[src/rtl/demux_pkg.sv]
// demux_pkg: shared sizes and channel index type for the demux router
package demux_pkg;
  localparam int NUM_OUT = 4;
  localparam int ADDR_W = 2;
  localparam int CNT_W = 8;
  typedef logic [ADDR_W-1:0] sel_t;
endpackage

[src/rtl/demux_slot.sv]
// demux_slot: one-entry holding register with valid/ready handshake
module demux_slot
  import demux_pkg::*;
#(
  parameter int WIDTH = 8
) (
  input  logic             clk,
  input  logic             reset_n,
  input  logic             load,
  input  logic [WIDTH-1:0] data_in,
  input  logic             ready,
  output logic             valid,
  output logic [WIDTH-1:0] data_out
);
  logic             valid_q, valid_d;
  logic [WIDTH-1:0] data_q, data_d;
  // a load always wins over a same-cycle drain, so the slot stays full
  always_comb begin
    valid_d = load | (valid_q & ~ready);
    data_d  = load ? data_in : data_q;
  end
  // slot state; data only moves on a load so it holds while empty
  always_ff @(posedge clk) begin
    if (!reset_n) begin
      valid_q <= 1'b0;
      data_q  <= '0;
    end else begin
      valid_q <= valid_d;
      data_q  <= data_d;
    end
  end
  assign valid    = valid_q;
  assign data_out = data_q;
endmodule

[src/rtl/demux_router.sv]
// demux_router: 1-to-4 address-routed demux with per-channel holding slots
// Optional per-channel transfer counters enabled by DEMUX_COUNT_EN.
module demux_router
  import demux_pkg::*;
#(
  parameter int WIDTH = 8
) (
  input  logic             clk,
  input  logic             reset_n,
  input  logic [WIDTH-1:0] in_data,
  input  logic             in_valid,
  output logic             in_ready,
  input  logic             address0,
  input  logic             address1,
  output logic [WIDTH-1:0] out0,
  output logic [WIDTH-1:0] out1,
  output logic [WIDTH-1:0] out2,
  output logic [WIDTH-1:0] out3,
  output logic             out_valid0,
  output logic             out_valid1,
  output logic             out_valid2,
  output logic             out_valid3,
`ifdef DEMUX_COUNT_EN
  input  logic             count_clr,
  output logic [CNT_W-1:0] count0,
  output logic [CNT_W-1:0] count1,
  output logic [CNT_W-1:0] count2,
  output logic [CNT_W-1:0] count3,
`endif
  input  logic             out_ready0,
  input  logic             out_ready1,
  input  logic             out_ready2,
  input  logic             out_ready3
);
  sel_t               sel;
  logic               accept;
  logic [NUM_OUT-1:0] vld, rdy, load;
  logic [WIDTH-1:0]   dout [NUM_OUT];

  assign sel      = {address1, address0};
  assign rdy      = {out_ready3, out_ready2, out_ready1, out_ready0};
  assign in_ready = ~vld[sel] | rdy[sel];
  assign accept   = in_valid & in_ready;

  for (genvar g = 0; g < NUM_OUT; g++) begin : g_slot
    assign load[g] = accept && (sel == sel_t'(g));
    demux_slot #(.WIDTH(WIDTH)) u_slot (
      .clk      (clk),
      .reset_n  (reset_n),
      .load     (load[g]),
      .data_in  (in_data),
      .ready    (rdy[g]),
      .valid    (vld[g]),
      .data_out (dout[g])
    );
  end

  assign {out_valid3, out_valid2, out_valid1, out_valid0} = vld;
  assign out0 = dout[0];
  assign out1 = dout[1];
  assign out2 = dout[2];
  assign out3 = dout[3];

`ifdef DEMUX_COUNT_EN
  logic [CNT_W-1:0] cnt_q [NUM_OUT];
  logic [CNT_W-1:0] cnt_d [NUM_OUT];
  // clear beats increment; counters wrap naturally at 2**CNT_W
  always_comb begin
    for (int i = 0; i < NUM_OUT; i++) cnt_d[i] = count_clr ? '0 : cnt_q[i] + CNT_W'(load[i]);
  end
  // per-channel accepted-transfer counters
  always_ff @(posedge clk) begin
    for (int i = 0; i < NUM_OUT; i++) cnt_q[i] <= !reset_n ? '0 : cnt_d[i];
  end
  assign count0 = cnt_q[0];
  assign count1 = cnt_q[1];
  assign count2 = cnt_q[2];
  assign count3 = cnt_q[3];
`endif
endmodule

[config.mk]
export PLATFORM = sky130hd
export DESIGN_NAME = demux_router
export DESIGN_NICKNAME = d
export VERILOG_FILES = /design/src/rtl/demux_pkg.sv /design/src/rtl/demux_slot.sv /design/src/rtl/demux_router.sv
export SDC_FILE = /design/constraint.sdc
export NUM_CORES = 1
export LEC_CHECK = 0
export CAP_MARGIN = 20
export CORE_MARGIN = 2
export CORE_UTILIZATION = 38
export CTS_CLUSTER_DIAMETER = 100
export DETAILED_ROUTE_END_ITERATION = 16
export GPL_TIMING_DRIVEN = 1
export PLACE_DENSITY_LB_ADDON = 0.15
export SLEW_MARGIN = 40
export SYNTH_ARGS = -nofsm -noshare
export SYNTH_HDL_FRONTEND = slang
export SYNTH_SLANG_ARGS = --single-unit
[constraint.sdc]
create_clock -name clk -period 1.5 [get_ports clk]
set_input_delay 0.45 -clock clk [delete_from_list [all_inputs] [get_ports clk]]
set_output_delay 0.45 -clock clk [all_outputs]
set_load 0.02 [all_outputs]
==> results of run 1 <==
-- worst max-delay path: cells and delay by family (launching register included) --
kind,cells,cell delay [ps]
mux,1,480
simple gates,1,60
buf+inv,1,150
flops,1,370
-- cells in the final DEF, fill, tap and decap left out, types with 2 or more instances in the layout --
cell / synthesis / layout
a21boi_0: 3 / 3
buf_4: 1 / 16
clkbuf_2: 0 / 10
clkbuf_4: 0 / 5
clkbuf_8: 0 / 2
clkdlybuf4s15_1: 0 / 26
clkdlybuf4s50_1: 0 / 10
dfxtp_1: 36 / 32
dfxtp_2: 0 / 4
dlygate4sd2_1: 0 / 5
mux2i_1: 32 / 32
nand2_1: 42 / 42
nand2b_4: 0 / 4
nor2b_1: 2 / 2
-- kinds of logic after synthesis --
kind of cell,after synthesis,share of synthesized area [%]
muxes,33,24.7
AOI/OAI and AO/OA,4,2.16
buffers and inverters,9,4.59
and+or+nand+nor,53,16.7
DFF,36,51.8
-- sequential cells by signal (all words and copies together) (netlist names) --
signal / count
g_slot.u_slot.valid: 4
g_slot.u_slot.data_out: 32
-- power by group through the flow --
stage,clock network [mW],logic (mW),registers [mW]
6_report,0.761,0.267,1.01
5_1_grt,0.821,0.287,1.01
3_3_place_gp,0,0.285,1.03
3_5_place_dp,0,0.290,1.03
4_1_cts,0.788,0.267,1.01
2_1_floorplan,0,0.101,1.07
-- routing by layer --
layer	vias up	GRT usage, %	wire length, um
met5	-	0	0
met4	0	6.38	46
met3	5	5.73	249
met2	41	27.6	1510
met1	520	20.0	1390
li1	581	-	-
-- path summary, 6_finish.rpt --
path	from	end
worst max-delay path	g_slot[3].u_slot.valid	in_ready
worst min-delay path	g_slot[0].u_slot.data_out[6]	g_slot[0].u_slot.data_out[6]
worst max register to register	g_slot[3].u_slot.valid	g_slot[3].u_slot.data_out[1]
worst min register to register	g_slot[0].u_slot.data_out[6]	g_slot[0].u_slot.data_out[6]
-- final cells by class --
cell class,instances,area (sq um)
multi-input cells,90,646
clock buffers,7,65.1
clock inverters,1,30.0
well taps,46,57.6
repair buffers,70,611
fillers,295,1280
flip-flops and latches,36,726
-- what timing repair did --
item                       in CTS  in global routing
hold buffers                    0                  0
cloned                          0                  0
pin swaps                       0                  1
setup buffers                   2                  1
setup endpoints to repair      37                 34
gates resized for setup        66                 37
==> impl_metrics.tcl, run 1 <==
set metrics [dict create \
    p_comb_share_pct 13.1 \
    postSynthAreaPerCell_sq_um 10.3 \
    period_share_pct 123 \
    setup_viol 2 \
    synth_area_leaders "dfxtp_1 52%, mux2i_1 23%, nand2_1 11%" \
    synth.most_common_cell "nand2_1" \
    h-tree-depth 2 \
    p_per_area_nw_per_um2 955 \
    firstDrtPassIters 4 \
    worst_setup_path_start_kind "flip-flop" \
    routed_wl_um 3190 \
    dp_cells 239 \
    synthCells 135 \
    critical_path.cell_chain "nand2b_4 > mux4_2 > buf_6" \
    vias 1147 \
    initial_core_util_pct 40.7 \
    yosysTopAreaCell "dfxtp_1" \
    crit_slowest_cell "mux4_2" \
    die_x_um 64.5 \
    cap_violations 0 \
    ff2ff_setup_slack_ps 180 \
    finalNetCount 220 \
    outcome "finished, violations left" \
    fin_setup_tns_ps -360 \
    p_sw_mw 0.472 \
    cp_max_fo 2 \
    worst_pin_slew_ps 220 \
    synth-seq-cells 36 \
    dieHeight_um 64.5 \
    num_rows 21 \
    yosysUniqueCellTypes 17 \
    gp_congestion 0.782 \
    grt_max_degree 45 \
    port_buffers 53 \
    p_leak_nw 0.931 \
    cp_slowest_stage_delay_ps 480 \
    dp_hpwl_um 2310 \
    synth_fp_nets 152 \
    cts-root-buf "clkbuf_4" \
    pwr-share-seq_pct 49.6 \
    grt_pass1_vias 1129 \
    drcViolationCount 0 \
    violations "negative setup slack" \
    die_area_sq_um 4160 \
    internal_power_mw 1.57 \
    cts.sinks 36 \
    max_clock_freq_mhz 541 \
    synthesis.area_sq_um 1390 \
    core_area_sq_um 3420 \
    io_pins 54 \
    pre_cts_ws_ps -989 \
    p_clk_share_pct 37.4 \
    diodes 0 \
    post-route-util_pct 62.5 \
    worst_skew_pair.late_latency_ps 340 \
    r2r_cells 7 \
    syn_to_final_growth_pct 53.6 \
    ir_drop_uv 559 \
    yosys_warnings 0 \
    synthArstFlopShare_pct 0 \
    drt_iter0_markers 19 \
    cp_data_arrival_time_ps 1400 \
    slew_violations 0 \
    hold_viol 0 \
    crit_type "reg -> out" \
    yosysSeqAreaShare_pct 51.8 \
    layout_setup_ws_ps -349 \
    swShare_pct 23.2 \
    finalCriticalPeriod_ps 1850 \
    clk_path_buf_depth 2 \
    wl_per_cell_um 12.8 \
    cts-buffers-inserted 5 \
    clk_pin_slew_ps 110 \
    synth_common_cells "42 x nand2_1, 36 x dfxtp_1, 32 x mux2i_1" \
    critPathRequiredTime_ps 1050 \
    grt_usage_pct 16.7 \
    grt_remaining_overflow 0 \
    via_per_inst 4.59 \
    rsz0062_at_grt "true" \
    antenna_found_initial 0 \
    grt_pass1_wl_um 5330 \
    hp-class "reg -> reg" \
    post_dp_cell_area_sq_um 2060 \
    yosysTopAreaCellShare_pct 51.8 \
    clock_skew_ps 4.83 \
    synth_edf_count 0 \
    postLayoutCellArea_sq_um 2130 \
    ant_nets 0 \
    synth_ff_type "dfxtp_1" \
    max_slew_margin_pct 85.4 \
    cts_tree "yes" \
    timing.hold.ws_ps 462 \
    worstSetupEndpointType "output pin" \
    power.total_mw 2.04 \
    final_cells 250 \
    min_path_cells 2 \
    layout-drive-gt1-share_pct 24.0 \
]
Note: power is estimated with default switching activity, not from simulation.
==> inputs of run 2 (changes only) <==
ABC_AREA = 1   (was default)
CORE_UTILIZATION = 51   (was 38)
MAX_ROUTING_LAYER = met4   (was default)
clock period = 2.3 ns   (was 1.5 ns; I/O delays follow)
==> impl_metrics.tcl, run 2 <==
set metrics [dict create \
    outcome "finished, final reports clean" \
    layout_setup_ws_ps 50.8 \
    crit_type "in -> out" \
    top_layer "met4" \
    synthCells 290 \
    crit_family "buffers and inverters" \
    yosysUniqueCellTypes 21 \
    cts-root-buf "clkbuf_8" \
    finalNetCount 367 \
    drcViolationCount 0 \
    post_dp_cell_area_sq_um 2530 \
    dieHeight_um 65.4 \
    ant_nets 0 \
    firstDrtPassIters 4 \
    synth-seq-cells 36 \
    wl_met2_um 2140 \
    core_area_sq_um 3630 \
    crit_slowest_cell "dlygate4sd2_1" \
    crit_top_cell "buf_6" \
    cp_slowest_stage_delay_ps 240 \
    syn_to_final_growth_pct 38.7 \
    grt_pass1_wl_um 7400 \
    critPathRequiredTime_ps 1610 \
    post-route-util_pct 73.3 \
    setup_viol 0 \
    crit_buf_inv 3 \
    grt_pass1_vias 1638 \
    postLayoutCellArea_sq_um 2660 \
    clock_skew_ps 4.59 \
    routed_wl_um 4540 \
    cp_data_arrival_time_ps 1560 \
    synth_ff_type "dfxtp_1" \
    grt_remaining_overflow 0 \
    diodes 0 \
    slew_violations 0 \
    yosysTopAreaCellShare_pct 37.5 \
    final_cells 398 \
    yosys_warnings 0 \
    via_per_inst 4.67 \
    cts.sinks 36 \
    wl_met3_um 317 \
    worstSetupEndpointType "output pin" \
    worst_setup_path_start_kind "input pin" \
    vias 1860 \
    rsz0062_at_grt "false" \
    synth_common_cells "78 x nand2_1, 77 x inv_1, 36 x dfxtp_1" \
    antenna_found_initial 0 \
    max_clock_freq_mhz 445 \
    period_share_pct 97.8 \
    worst_pin_slew_ps 383 \
    pre_cts_ws_ps -703 \
    clk_pin_slew_ps 70 \
    wl_met1_um 2020 \
    hold_viol 0 \
    p_leak_nw 1.30 \
    hp-class "reg -> reg" \
    dp_cells 388 \
    clk_path_buf_depth 2 \
    dp_hpwl_um 2980 \
    finalCriticalPeriod_ps 2250 \
    critical_path.cell_chain "dlygate4sd2_1 > buf_6 > nand3_2 > nand2_2 > nor2_4 > nand2_8 > buf_6" \
    grt_max_degree 37 \
    cp_max_fo 5 \
    yosysTopAreaCell "dfxtp_1" \
    grt_usage_pct 23.5 \
    synthesis.area_sq_um 1920 \
    initial_core_util_pct 52.9 \
    cap_violations 0 \
    die_area_sq_um 4270 \
    cts_tree "yes" \
    p_per_area_nw_per_um2 541 \
    largest_reg_flops 32 \
    port_buffers 53 \
    num_rows 22 \
    io_pins 54 \
    synthArstFlopShare_pct 0 \
    postSynthAreaPerCell_sq_um 6.62 \
    power.total_mw 1.44 \
    layout-drive-gt1-share_pct 11.4 \
    synth_edf_count 0 \
    max_slew_margin_pct 74.5 \
    wl_per_cell_um 11.4 \
    die_x_um 65.4 \
    synth_area_leaders "dfxtp_1 38%, nand2_1 15%, inv_1 15%" \
    h-tree-depth 2 \
    cts-buffers-inserted 5 \
    yosysSeqAreaShare_pct 37.5 \
    drt_iter0_markers 98 \
    worst_skew_pair.late_latency_ps 290 \
    gp_congestion 0.816 \
    final_common_cell "inv_1" \
    layout_common_cells "77 x inv_1, 75 x nand2_1, 46 x clkdlybuf4s50_1" \
    synth.most_common_cell "nand2_1" \
    synth_fp_nets 307 \
    ir_drop_uv 407 \
]
run 2: cell types whose count changed in the layout (fill, tap and decap cells not counted), sizes merged, moves of 4 or more:
cell and change:
clkbuf -11, nand4 +32, clkdlybuf4s15 -25, a21oi +4
inv +79, buf -5, clkdlybuf4s50 +36, nor2 +36
mux2i -32, nand3 +6, nand2 +40, nand2b -4
run 2: per-layer routing:
| metal | track usage (%) | up-vias |
|---|---|---|
| li1 | - | 981 |
| met1 | 30.3 | 807 |
| met2 | 35.3 | 65 |
| met3 | 5.65 | 7 |
| met4 | 9.64 | 0 |
| met5 | - | - |
run 2: report_power, final:
group          internal (mW)  total [mW]  switching [mW]
sequential             0.657       0.674          0.0176
clock                  0.206       0.424           0.218
combinational          0.152       0.343           0.191
run 2: kinds of logic (layout without fill, tap and decap cells):
family / count (synthesis) / count (layout) / synth area share [%]
and+or+nand+nor: 157 / 157 / 40.9
DFF: 36 / 36 / 37.5
buffers and inverters: 93 / 153 / 20.5
AOI/OAI and AO/OA: 4 / 4 / 1.04
run 2: worst paths after layout:
kind | cells after the start | start | slack [ps] | endpoint
worst max-delay path | 7 | address1 | 50 | in_ready
worst min-delay path | 2 | g_slot[2].u_slot.valid | 490 | g_slot[2].u_slot.valid
worst max register to register | 10 | g_slot[3].u_slot.valid | 740 | g_slot[2].u_slot.data_out[6]
worst min register to register | 2 | g_slot[2].u_slot.valid | 490 | g_slot[2].u_slot.valid
run 2: worst register-to-register path, cell delays in order, from the launching register on:
cell and delay [ps]:
dfxtp_1 330, nand2_1 70, nand2_1 60, nand2_2 90, nand2_4 70, nand2_8 60
buf_4 350, nand3_4 220, nand2_1 120, inv_1 50, nor2_1 80
run 2: what timing repair did:
| item | CTS | global route |
|---|---|---|
| endpoints found under the setup margin | 32 | 1 |
| setup buffers | 3 | 0 |
| hold buffers | 0 | 0 |
| pin swaps | 5 | 4 |
| resized for setup | 18 | 4 |
run 2: area by class of cell:
class | count | area [sq um]
repair buffers | 66 | 672
inverters | 80 | 305
flip-flops and latches | 36 | 721
fillers | 316 | 970
clock inverters | 1 | 5.00
well taps | 48 | 60.1
clock buffers | 6 | 72.6
multi-input cells | 161 | 828
run 2: per-stage QoR:
step	hold WS (ps)	TNS, ps
final	488	0
after global routing	515	0
after CTS	492	0
after detailed placement	483	-10320
after global placement	476	-9220
after floorplan	552	0
==> inputs of run 3 (changes only) <==
CORE_UTILIZATION = 48   (was 51)
TNS_END_PERCENT = 1   (was default)
clock period = 2.38 ns   (was 2.3 ns; I/O delays follow)
==> impl_metrics.tcl, run 3 (synthesis results as in run 2) <==
set metrics [dict create \
    finalCriticalPeriod_ps 2290 \
    cts.sinks 36 \
    cp_slowest_stage_delay_ps 240 \
    dieHeight_um 67.3 \
    min_to "g_slot[1].u_slot.valid" \
    wl_per_cell_um 10.9 \
    io_pins 54 \
    crit_top_cell "buf_6" \
    hold_viol 0 \
    worst_pin_slew_ps 385 \
    h-tree-depth 2 \
    grt_pass1_wl_um 7370 \
    diodes 0 \
    clk_path_buf_depth 2 \
    largest_reg_flops 32 \
    grt_max_degree 37 \
    num_rows 22 \
    grt_remaining_overflow 0 \
    slew_violations 0 \
    p_leak_nw 1.31 \
    power.total_mw 1.43 \
    syn_to_final_growth_pct 38.0 \
    ff2ff_setup_slack_ps 810 \
    fin_setup_tns_ps 0 \
    max_clock_freq_mhz 436 \
    cts-root-buf "clkbuf_8" \
    layout-drive-gt1-share_pct 11.4 \
    antenna_found_initial 0 \
    firstDrtPassIters 4 \
    core_area_sq_um 3740 \
    routed_wl_um 4370 \
    outcome "finished, final reports clean" \
    dp_hpwl_um 3100 \
    drcViolationCount 0 \
    pwr-share-seq_pct 45.6 \
    cp_data_arrival_time_ps 1580 \
    clk_pin_slew_ps 70 \
    worstSetupEndpointType "output pin" \
    period_share_pct 96.4 \
    drt_iter0_markers 105 \
    cp_max_fo 6 \
    clock_skew_ps 5.18 \
    p_per_area_nw_per_um2 538 \
    grt_pass1_vias 1615 \
    r2r_cells 10 \
    p_sw_mw 0.414 \
    gp_congestion 0.877 \
    post-route-util_pct 70.8 \
    setup_viol 0 \
    cts_tree "yes" \
    r2r_start "g_slot[2].u_slot.valid" \
    die_area_sq_um 4520 \
    port_buffers 53 \
    cap_violations 0 \
    layout_setup_ws_ps 85.2 \
    crit_type "in -> out" \
    vias 1886 \
    critical_path.cell_chain "dlygate4sd2_1 > buf_6 > nand3_1 > nand2_2 > nor2_4 > nand2_8 > buf_6" \
    grt_usage_pct 22.5 \
    initial_core_util_pct 51.3 \
    max_slew_margin_pct 74.3 \
    p_comb_share_pct 22.7 \
    die_x_um 67.3 \
    critPathRequiredTime_ps 1670 \
    layout_common_cells "77 x nand2_1, 77 x inv_1, 46 x clkdlybuf4s50_1" \
    finalNetCount 368 \
    p_clk_share_pct 31.6 \
    swShare_pct 29.0 \
    hp-start "g_slot[1].u_slot.valid" \
    cts-buffers-inserted 5 \
    holdBufCountCts 0 \
    worst_setup_path_start_kind "input pin" \
    ant_nets 0 \
    pre_cts_ws_ps -647 \
    worst_skew_pair.late_latency_ps 290 \
    hp-class "reg -> reg" \
    crit_slowest_cell "dlygate4sd2_1" \
    r2r_end "g_slot[2].u_slot.data_out[2]" \
    via_per_inst 4.72 \
    rsz0062_at_grt "false" \
    internal_power_mw 1.01 \
    ir_drop_uv 430 \
    min_path_cells 2 \
]
-- run 3: worst max-delay path, delay by kind of cell --
kind	cells	cell delay [ps]
simple gates	4	360
buf+inv	3	510
-- run 3: power groups by stage --
stage,Clock [mW],Combinational (mW),Sequential (mW)
after detailed placement,0,0.321,0.665
after global placement,0,0.317,0.664
after floorplan,0,0.154,0.703
final,0.452,0.324,0.651
after CTS,0.462,0.325,0.651
after global routing,0.489,0.357,0.654
-- run 3: layer usage --
metal	vias up	global-route usage, %	share of wire [%]
met4	0	11.5	2.4
met2	65	35.1	46
met1	823	27.3	44
li1	989	-	-
met3	9	5.00	7.3
met5	-	-	0
-- run 3: cell type report --
| cell class | instances | area [sq um] |
|---|---|---|
| inverter | 80 | 303 |
| timing repair buffer | 67 | 661 |
| clock inverter | 1 | 7.51 |
| multi-input combinational | 161 | 813 |
| fill | 342 | 1090 |
| clock buffer | 7 | 86.3 |
| sequential | 36 | 721 |
| tap | 48 | 60.1 |
-- run 3: how the worst max path moves through the flow --
stage                   from  endpoint  slack, ps  cells after the start
floorplan           address1  in_ready        210                      7
global placement    address0  in_ready       -600                      9
detailed placement  address0  in_ready       -650                      9
CTS                 address0  in_ready          9                      9
global route        address1  in_ready         50                      7
finish              address1  in_ready         90                      7
-- run 3: what timing repair did --
| action | CTS | global route |
|---|---|---|
| setup endpoints to repair | 1 | 1 |
| resized for setup | 13 | 6 |
| setup buffers | 1 | 0 |
| hold endpoints to repair | 0 | 0 |
| pin swaps | 2 | 2 |
-- run 3: metrics by stage --
step                      instance area (sq um)  hold WS [ps]  cells
after global routing                       2650           517    400
after floorplan                            1920           552    290
after CTS                                  2640           500    400
final                                      2650           498    400
after detailed placement                   2530           487    391
after global placement                     2530           471    391
